File: config.mk
export PLATFORM = sky130hd
export DESIGN_NAME = board_state_ctrl
export DESIGN_NICKNAME = d
export VERILOG_FILES = /design/src/rtl/board_state_ctrl.sv
export SDC_FILE = /design/constraint.sdc
export NUM_CORES = 1
export LEC_CHECK = 0
export ABC_AREA = 1
export CORE_MARGIN = 4
export CORE_UTILIZATION = 40
export CTS_CLUSTER_SIZE = 20
export DETAILED_ROUTE_END_ITERATION = 8
export GPL_TIMING_DRIVEN = 0
export PLACE_DENSITY = 0.67
export SYNTH_ARGS = -nofsm -noshare
export SYNTH_HDL_FRONTEND = slang
export SYNTH_SLANG_ARGS = --single-unit
File: constraint.sdc
create_clock -name clk -period 6.6 [get_ports clk]
set_input_delay 0.66 -clock clk [delete_from_list [all_inputs] [get_ports clk]]
set_output_delay 0.66 -clock clk [all_outputs]
set_load 0.02 [all_outputs]
File: src/rtl/board_state_ctrl.sv
`default_nettype none
// ============================================================================
//  Module      : board_state_ctrl
//  Description : Game-state keeper for a 6x6 gomoku board. Moves a cursor,
//                places alternating black/white stones into empty cells and
//                tracks turn and stone count on a working copy. A display
//                copy (board, cursor_addr) is refreshed only on frame_start
//                so the pixel generator never sees a mid-frame change.
//  Ports       : clk, rst (async, active-high)
//                btn_up/down/left/right  cursor move pulses
//                btn_place / btn_new     place-stone / new-game pulses
//                frame_start             vertical-blanking pulse
//                board[36]               display copy (0 empty,1 black,2 white)
//                cursor_addr             display copy of cursor index 0..35
//                turn                    side to move (0 black, 1 white)
//                stone_cnt / board_full  working stone count, count == 36
//                place_reject            one-cycle refused-place pulse
//  Revision    : 1.0 - initial release
// ============================================================================
module board_state_ctrl (
  input  logic       clk,
  input  logic       rst,
  input  logic       btn_up,
  input  logic       btn_down,
  input  logic       btn_left,
  input  logic       btn_right,
  input  logic       btn_place,
  input  logic       btn_new,
  input  logic       frame_start,
  output logic [1:0] board [0:35],
  output logic [5:0] cursor_addr,
  output logic       turn,
  output logic [5:0] stone_cnt,
  output logic       board_full,
  output logic       place_reject
);

  localparam int         C_CELLS    = 36;
  localparam logic [5:0] C_FULL_CNT = 6'd36;
  localparam logic [5:0] C_HOME_IDX = 6'd14;
  localparam logic [2:0] C_HOME_RC  = 3'd2;
  localparam logic [2:0] C_MAX_RC   = 3'd5;

  logic [1:0] wboard_q   [0:C_CELLS-1];
  logic [1:0] wboard_d   [0:C_CELLS-1];
  logic [1:0] board_q    [0:C_CELLS-1];
  logic [1:0] board_d    [0:C_CELLS-1];
  logic [2:0] wrow_q, wrow_d;
  logic [2:0] wcol_q, wcol_d;
  logic       turn_q, turn_d;
  logic [5:0] stone_cnt_q, stone_cnt_d;
  logic       place_reject_q, place_reject_d;
  logic [5:0] cursor_addr_q, cursor_addr_d;

  logic [5:0] cur_idx;
  logic       cur_occupied;

  // Pre-edge cursor index; used both for placing and for the display snapshot.
  assign cur_idx      = ({3'b000, wrow_q} * 6'd6) + {3'b000, wcol_q};
  assign cur_occupied = (wboard_q[cur_idx] != 2'd0);

  always_comb begin
    wboard_d       = wboard_q;
    board_d        = board_q;
    wrow_d         = wrow_q;
    wcol_d         = wcol_q;
    turn_d         = turn_q;
    stone_cnt_d    = stone_cnt_q;
    place_reject_d = 1'b0;
    cursor_addr_d  = cursor_addr_q;

    if (btn_new) begin
      // New game overrides every other request issued in the same cycle.
      for (int i = 0; i < C_CELLS; i++) wboard_d[i] = 2'd0;
      wrow_d      = C_HOME_RC;
      wcol_d      = C_HOME_RC;
      turn_d      = 1'b0;
      stone_cnt_d = 6'd0;
    end else begin
      if (btn_place) begin
        // A full board always has the cursor cell occupied, so the occupancy
        // test alone also covers the full-board refusal.
        if (!cur_occupied && (stone_cnt_q != C_FULL_CNT)) begin
          wboard_d[cur_idx] = turn_q ? 2'd2 : 2'd1;
          turn_d            = ~turn_q;
          stone_cnt_d       = stone_cnt_q + 6'd1;
        end else begin
          place_reject_d = 1'b1;
        end
      end

      // Opposing presses cancel; moves saturate at the board edge.
      if (btn_up && !btn_down && (wrow_q != 3'd0))
        wrow_d = wrow_q - 3'd1;
      else if (btn_down && !btn_up && (wrow_q != C_MAX_RC))
        wrow_d = wrow_q + 3'd1;

      if (btn_left && !btn_right && (wcol_q != 3'd0))
        wcol_d = wcol_q - 3'd1;
      else if (btn_right && !btn_left && (wcol_q != C_MAX_RC))
        wcol_d = wcol_q + 3'd1;
    end

    // Snapshot the pre-edge working state; same-cycle edits show next frame.
    if (frame_start) begin
      board_d       = wboard_q;
      cursor_addr_d = cur_idx;
    end
  end

  always_ff @(posedge clk or posedge rst) begin
    if (rst) begin
      for (int i = 0; i < C_CELLS; i++) begin
        wboard_q[i] <= 2'd0;
        board_q[i]  <= 2'd0;
      end
      wrow_q         <= C_HOME_RC;
      wcol_q         <= C_HOME_RC;
      turn_q         <= 1'b0;
      stone_cnt_q    <= 6'd0;
      place_reject_q <= 1'b0;
      cursor_addr_q  <= C_HOME_IDX;
    end else begin
      wboard_q       <= wboard_d;
      board_q        <= board_d;
      wrow_q         <= wrow_d;
      wcol_q         <= wcol_d;
      turn_q         <= turn_d;
      stone_cnt_q    <= stone_cnt_d;
      place_reject_q <= place_reject_d;
      cursor_addr_q  <= cursor_addr_d;
    end
  end

  assign board        = board_q;
  assign cursor_addr  = cursor_addr_q;
  assign turn         = turn_q;
  assign stone_cnt    = stone_cnt_q;
  assign board_full   = (stone_cnt_q == C_FULL_CNT);
  assign place_reject = place_reject_q;

endmodule
`default_nettype wire

# Word level (Yosys, flattened, before mapping)
# Cells that the tools add are included.
# op_classes
addsub	6
multipliers	1
div	0
magnitude_cmp	2
n_eq_ne	4
shifts	0
n_mux	25
bitwise_logic	2
reduce_logical	23
# op_table
cell	count
$mux W72	3
$bwmux W72	1
$mux W3	6
$mux W6	3
$bmux W2 S6	1
$demux W2 S6	1
$reduce_bool A3 Y1	4
$logic_and A1 B1 Y1	10
$mux W2	4
$ge A7 B7 Y1 const B	1
$lt A7 B1 Y1 const B	1
$not A6 Y7	1
$add A3 B1 Y3 const B	2
$add A6 B1 Y6 const B	1
$add A6 B3 Y6	1
$eq A6 B6 Y1 const B	1
$mux W1	6
$ne A3 B3 Y1 const B	2
$ne A6 B6 Y1 const B	1
$reduce_bool A2 Y1	3
$sub A3 B1 Y3 const B	2
$logic_not A1 Y1	5
$mul A3 B2 Y5 const B	1
$reduce_and A2 Y1	1
$not A1 Y1	1
# word_totals
register_bits	164
latch_bits	0
ramBits	0
mem_bits_ro	0
inputBits	9
out_inout_bits	87
word_cells	141
n_memories	0

# Longest topological paths before layout
# Gate-level depths: netlist of run 1.
# depth
depth_word	12
mapped_depth	21
depth_no_buf	19

# Worst setup path before layout of run 1
# Ideal clock, no wire load.
# synth_path
kind	flip-flop to flip-flop
startpoint	register wrow_q[1]
endpoint	register stone_cnt_q[2], in the netlist stone_cnt[2]
setup_time_ps	117
t_arrival_ps	2811
required_ps	6483
path_slack_ps	3672
path_stages_with_launch	18
path_buffers	1
period_less_slack_ps	2928
path_cell_list	dfstp_2 inv_1 ha_1 inv_1 fa_1 xnor2_1 inv_2 nand3_4 inv_1 nand2_1 nand2_1 nor2_4 nor2_8 buf_8 nand2_4 nand2_1 nand2_1 nand2_1
# synth_via
elab_chain_cells	11
# synth_lines
item	line_no	text
start, declared	48	logic [2:0] wrow_q, wrow_d;
start signal, assigned	126	wrow_q <= wrow_d;
$mul A3 B2 Y5	59	assign cur_idx = ({3'b000, wrow_q} * 6'd6) + {3'b000, wcol_q};
$add A6 B3 Y6	59	
$not A6 Y7 (not written as such)	60	assign cur_occupied = (wboard_q[cur_idx] != 2'd0);
$bmux W2 S6	60	
$mux W2 (not written as such) (2 in a row)	60	
$reduce_bool A2 Y1	60	
$logic_not A1 Y1	83	if (!cur_occupied && (stone_cnt_q != C_FULL_CNT)) begin
$logic_and A1 B1 Y1	83	
$reduce_bool A2 Y1 (no source line)	-	
$reduce_and A2 Y1 (no source line)	-	
end signal, assigned	129	stone_cnt_q <= stone_cnt_d;
end, declared	51	logic [5:0] stone_cnt_q, stone_cnt_d;
# No other way between the ends. The select of a mux whose other input is x is not followed.
# A chain may end at the register's enable or synchronous reset.

# Final worst setup path of run 1
# layout_path
startpoint	register wrow_q[1]
endpoint	register wboard_q[11] in the netlist's numbering
# layout_via
elab_chain_cells	11
word_cells_on_any_way	20
classes_between	add/sub: 1; mul: 1; order compare: 2; mux: 9; bitwise: 1; reduce/logical: 6
# layout_lines
item	line_no	text
$mul A3 B2 Y5 (*)	59	
$add A6 B3 Y6 (*)	59	
$not A6 Y7 (*)	60, 84	
$ge A7 B7 Y1 (not written as such) (tied with other cells)	84	wboard_d[cur_idx] = turn_q ? 2'd2 : 2'd1;
$logic_and A1 B1 Y1 (not written as such) / $mux W2 (equally long branches)	84, 60	
$mux W2 (on tied branches)	84, 60	
$demux W2 S6 / $reduce_bool A2 Y1 (equally long branches)	84, 60	
$bwmux W72 / $logic_not A1 Y1 (equally long branches)	84, 83	
$mux W72 / $logic_and A1 B1 Y1 (equally long branches)	83	
$mux W72 / $reduce_bool A2 Y1 (equally long branches)	-	
$mux W72 / $reduce_and A2 Y1 (equally long branches)	-	
end signal, assigned	124	wboard_q <= wboard_d;
end, declared	44	logic [1:0] wboard_q [0:C_CELLS-1];
# Every way passes the cells marked *; elsewhere a longest branch is shown, timed or not. The select of a mux whose other input is x is not followed.

==> results of run 1 <==
per-stage QoR:
step / utilization (%) / hold WS [ns] / cell area (µm²) / worst slack, ns
floorplan: - / 0.469 / 8360 / 1.51
global placement: 47.1 / 0.454 / 9630 / -0.761
detailed placement: 47.3 / 0.458 / 9670 / 2.99
CTS: 50.3 / 0.475 / 10300 / 2.95
global route: 50.3 / 0.482 / 10300 / 2.69
finish: 50.3 / 0.469 / 10300 / 2.88
path summary, 6_finish.rpt:
kind                                            end                   from  slack (ns)
max in group asynchronous  wboard_q[65]$_DFFE_PP0P_                    rst        5.11
max reg2reg                wboard_q[11]$_DFFE_PP0P_  wrow_q[1]$_DFFE_PP1P_        2.88
min                           board[52]$_DFFE_PP0P_  board[52]$_DFFE_PP0P_        0.47
min reg2reg                   board[52]$_DFFE_PP0P_  board[52]$_DFFE_PP0P_        0.47
max                        wboard_q[11]$_DFFE_PP0P_  wrow_q[1]$_DFFE_PP1P_        2.88
min in group asynchronous     wrow_q[2]$_DFFE_PP0P_                    rst        0.65
routing by layer:
metal | track usage, % | part of all wire [%] | vias up
met5 | 0 | 0 | -
met4 | 8.49 | 3.3 | 0
met3 | 3.92 | 7.8 | 72
met2 | 37.1 | 47 | 385
met1 | 31.1 | 42 | 3816
li1 | - | - | 3757
kinds of logic (layout without fill, tap and decap cells):
logic type	after synthesis	count (layout)	synth area share, %
AO/OA/AOI/OAI	43	43	2.74
XOR/XNOR	7	7	0.733
adder cells (fa/ha/maj)	13	13	2.30
buffers and inverters	125	251	6.96
flip-flops	164	164	49.1
AND/OR/NAND/NOR	740	740	38.1
layout by cell type (no fill, tap or decap), types with 6 or more instances in the layout:
cell type / instances
nor2_1: 76
o21ai_0: 35
buf_1: 6
ha_1: 9
buf_6: 9
clkbuf_1: 36
inv_2: 9
nand2_1: 429
clkdlybuf4s50_1: 93
nand3_1: 177
nand4_1: 40
buf_4: 7
buf_2: 6
dfrtp_1: 159
clkbuf_16: 17
inv_1: 49
sequential cells by signal (all words and copies together) (netlist names):
register and count:
stone_cnt 6, cursor_addr 6, board 72, wcol_q 3, wrow_q 3, place_reject 1, turn 1, wboard_q 72
cell type report:
type	count	area share (%)
Clock inverter	15	1.82
Multi-Input combinational cell	803	35.7
Tap cell	270	3.28
Sequential cell	164	40.0
Timing Repair Buffer	94	9.32
Buffer	65	3.47
Inverter	60	2.26
Clock buffer	17	4.14
worst max-delay path: stages (launching register included):
cell,delay [ns]
dfstp_2,0.55
inv_1,0.13
ha_1,0.33
inv_1,0.06
fa_1,0.55
inv_2,0.10
nor2_1,0.51
nand3_1,0.14
nand2_1,0.09
nor2_1,0.08
nand2_1,0.07
nand3_1,0.12
nand2_1,0.13
nor2_4,0.06
nor2_8,0.14
buf_4,0.22
nand3_1,0.13
nand3_1,0.11
nand2_1,0.08
power breakdown:
group	internal (mW)	switching [mW]	total [mW]	leakage, nW
clock network	0.576	0.463	1.04	0.292
registers	1.08	0.0586	1.14	2.26
logic	0.799	1.81	2.61	2.61
==> results.yml, run 1 <==
clock_tree:
  cts_buffers: 17
  clkLatencyLatePin_ns: 0.44
  clk_pin_slew_ns: 0.07
  htreeDepth: 4
  cts_hold_buffers: 0
  clockBufferDepth: 2
  cts_setup_buffers: 0
  root_buffer: "clkbuf_16"
  cts-resized-gates: 0
  cts_tree: "done"
  cts_sinks: 164
worst_setup_path:
  end_kind: "flop"
  cp_max_fo: 10
  cp-start-kind: "flop"
  critical_path_required_ns: 6.92
  crit_arrival_ns: 4.04
  reg2reg_depth: 18
  criticalPathCategory: "reg -> reg"
timing:
  hold_viol: 0
  fin_skew_ns: 0.00854
  layout_min_cycle_time_ns: 3.72
  setup-tns-final_ns: 0
  worst_slew_pin_slew_ns: 0.929
  setup_viol: 0
  max_slew_margin_pct: 37.7
  drv_slew: 0
  period_share_pct: 56.4
  rsz0062_at_grt: "no"
  fmax_mhz: 269
min_path:
  min_path_type: "reg -> reg"
  hold_path_depth: 2
routing:
  wire_per_inst_um: 18.1
  via_per_inst: 5.40
  drtIter0Drc: 766
  postRouteAntennaNets: 0
  finalWirelength_um: 26900
  drt-pass1-iter-count: 5
  drc: 0
  num_vias: 8030
power:
  power_leakage_nw: 5.17
  power_mw: 4.79
  ir_worst_vdd_mv: 0.420
  power.density_nw_per_um2: 466
run:
  max-cap-violations: 0
die:
  start_util_pct: 40.9
  die_width_um: 153
  coreArea_um2: 20400
  ioPinCount: 96
  rows: 52
  die_area_um2: 23300
  die_h_um: 153
synthesis:
  yosysSeqAreaShare_pct: 49.1
  syn_nets: 1114
  synth_top_area_share_pct: 47.6
  synth.most_common_cell: "nand2_1"
  syn_area_um2: 8360
  synth_top_area_cell: "dfrtp_1"
  ys.flop_type: "dfrtp_1"
  synth_edf_count: 0
  ys_top_cells_by_count: "nand2_1 (429), nand3_1 (177), dfrtp_1 (159)"
  synthArstFlopShare_pct: 100
  synthCells: 1092
  synthTopCellsByArea: "dfrtp_1 (48%), nand2_1 (19%), nand3_1 (11%)"
  synth-seq-cells: 164
  syn_area_per_cell_um2: 7.66
  synth_warnings: 0
  ys_types: 36
global_routing:
  track_usage_pct: 22.9
  antenna_found_initial: 0
  grt_pass1_wl_um: 42300
  grt_max_degree: 95
  grt-ovfl-total: 0
  grt_pass1_vias: 7793
placed_design:
  dp_hpwl_um: 19100
  dp_cells: 1456
  port_buffers: 93
  place_congestion: 0.934
final_layout:
  nNetsFinal: 1227
  layout-drive-gt1-share_pct: 7.06
  fillerInstances: 2072
  syn_to_final_growth_pct: 23.0
  final_cells: 1488
  diodes: 0
  regArea_um2: 4110
  multi_input_area_um2: 3680
status:
  status: "finished clean"
Power figures use the tool's default switching activity.
==> run 2: changes to the inputs <==
--- a/config.mk
+++ b/config.mk
@@ -11,7 +11,7 @@
 export CTS_CLUSTER_SIZE = 20
 export DETAILED_ROUTE_END_ITERATION = 8
 export GPL_TIMING_DRIVEN = 0
-export PLACE_DENSITY = 0.67
+export PLACE_DENSITY = 0.69
 export SYNTH_ARGS = -nofsm -noshare
 export SYNTH_HDL_FRONTEND = slang
 export SYNTH_SLANG_ARGS = --single-unit
==> constraint.sdc (replaced) <==
create_clock -name clk -period 3.2 [get_ports clk]
set_input_delay 0.32 -clock clk [delete_from_list [all_inputs] [get_ports clk]]
set_output_delay 0.32 -clock clk [all_outputs]
set_load 0.02 [all_outputs]
==> results.yml, run 2 (synthesis gave the netlist of run 1 again) <==
status:
  violations: "setup timing"
  status: "finished with violations"
timing:
  setup_ws_ns: -0.205
  setup_viol: 80
  fmax_mhz: 294
  max_slew_margin_pct: 16.7
  period_share_pct: 106
  fin_skew_ns: 0.00983
  hold_viol: 0
  drv_slew: 0
  layout_min_cycle_time_ns: 3.41
  worst_slew_pin_slew_ns: 1.25
  rsz0062_at_grt: "yes"
die:
  ioPinCount: 96
  die_area_um2: 23300
  coreArea_um2: 20400
  start_util_pct: 40.9
  die_h_um: 153
  rows: 52
  die_width_um: 153
clock_tree:
  cts_tree: "done"
  cts_sinks: 164
  clk_pin_slew_ns: 0.07
  root_buffer: "clkbuf_16"
  cts_hold_buffers: 0
  cts_buffers: 17
  htreeDepth: 4
  clockBufferDepth: 2
  clkLatencyLatePin_ns: 0.44
routing:
  via_per_inst: 5.55
  num_vias: 8432
  finalWirelength_um: 29200
  drtIter0Drc: 925
  drt-pass1-iter-count: 7
  postRouteAntennaNets: 0
  drc: 0
  wire_per_inst_um: 19.2
placed_design:
  dp_hpwl_um: 19500
  place_congestion: 0.945
  place_ws_ns: -0.458
  dpl_cell_area_um2: 9740
  port_buffers: 93
worst_setup_path:
  cp-start-kind: "flop"
  criticalPathCategory: "reg -> reg"
  critical_path_required_ns: 3.52
  slowest_stage: "fa_2"
  path_buf_inv: 7
  crit_chain: "clkinvlp_4 -> ha_4 -> inv_2 -> fa_2 -> buf_8 -> nor2_4 -> buf_6 -> nand3_2 -> nand2_1 -> nor2_2 -> nand2_2 -> nand3_4 -> nand2_2 -> inv_2 -> nand2_4 -> nor2_8 -> buf_12 -> buf_12 -> nand3_2 -> nand3_1 -> nand2_1"
  cp_max_fo: 6
  cp_top_family: "simple AND/OR/NAND/NOR gates"
  cp_slowest_stage_delay_ns: 0.58
  end_kind: "flop"
  crit_arrival_ns: 3.73
global_routing:
  grt_pass1_vias: 8053
  antenna_found_initial: 1
  track_usage_pct: 23.9
  grt-ovfl-total: 0
  grt_max_degree: 40
  grt_pass1_wl_um: 44300
power:
  power_leakage_nw: 5.51
  ir_worst_vdd_mv: 1.21
  power_mw: 14.8
  power.density_nw_per_um2: 1280
final_layout:
  diodes: 0
  final_common_cell: "nand2_1"
  layout-drive-gt1-share_pct: 17.3
  nNetsFinal: 1257
  finalInstanceArea_um2: 11500
  syn_to_final_growth_pct: 37.9
  layout_common_cells: "nand2_1 (416), dfrtp_1 (159), nand3_1 (105), clkdlybuf4s50_1 (93), nor2_1 (68)"
  post-route-util_pct: 56.5
min_path:
  min_path_type: "in -> async"
run:
  max-cap-violations: 0
[run 2: cell type report]
type / count / area (µm²)
inverters: 60 / 235
plain buffers: 65 / 463
clock buffers: 17 / 425
clock inverters: 15 / 216
multi-input cells: 803 / 4310
flip-flops and latches: 164 / 4110
repair buffers: 124 / 1440
fillers: 1840 / 8890
well taps: 270 / 338
[run 2: metal layers]
| metal | part of all wire [%] | global-route usage (%) | up-vias |
|---|---|---|---|
| met5 | 0 | 0 | - |
| met1 | 40 | 31.6 | 4040 |
| li1 | - | - | 3818 |
| met2 | 48 | 38.9 | 472 |
| met3 | 8.7 | 4.40 | 102 |
| met4 | 3.6 | 9.89 | 0 |
[run 2: worst paths after layout]
check,cells past startpoint,slack [ns],endpoint,from
max in group asynchronous,5,2.00,wboard_q[46]$_DFFE_PP0P_,rst
min in group clk,3,0.34,place_reject$_DFF_PP0_,btn_place
setup reg to reg,21,-0.21,wboard_q[10]$_DFFE_PP0P_,wrow_q[1]$_DFFE_PP1P_
hold / removal,2,0.25,wboard_q[71]$_DFFE_PP0P_,rst
hold reg to reg,2,0.47,board[38]$_DFFE_PP0P_,board[38]$_DFFE_PP0P_
setup / recovery,21,-0.21,wboard_q[10]$_DFFE_PP0P_,wrow_q[1]$_DFFE_PP1P_
[run 2: power by group]
part	internal [mW]	switching (mW)	leakage, nW
combinational	4.69	5.48	2.93
sequential	2.24	0.129	2.26
clock	1.33	0.933	0.318
total	8.26	6.54	5.51
[run 2: through the flow]
stage | TNS, ns | cells | hold WS [ns]
after floorplan | 0 | 1092 | 0.469
after global placement | -123.20 | 1455 | 0.453
after detailed placement | -32.49 | 1460 | 0.457
after CTS | -4.18 | 1508 | 0.260
after global routing | -22.64 | 1518 | 0.290
final | -12.44 | 1518 | 0.252
[run 2: repair_timing]
action	4_1_cts	5_1_grt
gates resized for setup	99	63
pin swaps	38	49
setup buffers	12	6
endpoints found under the hold margin	0	0
setup endpoints to repair	80	80
cloned	4	6
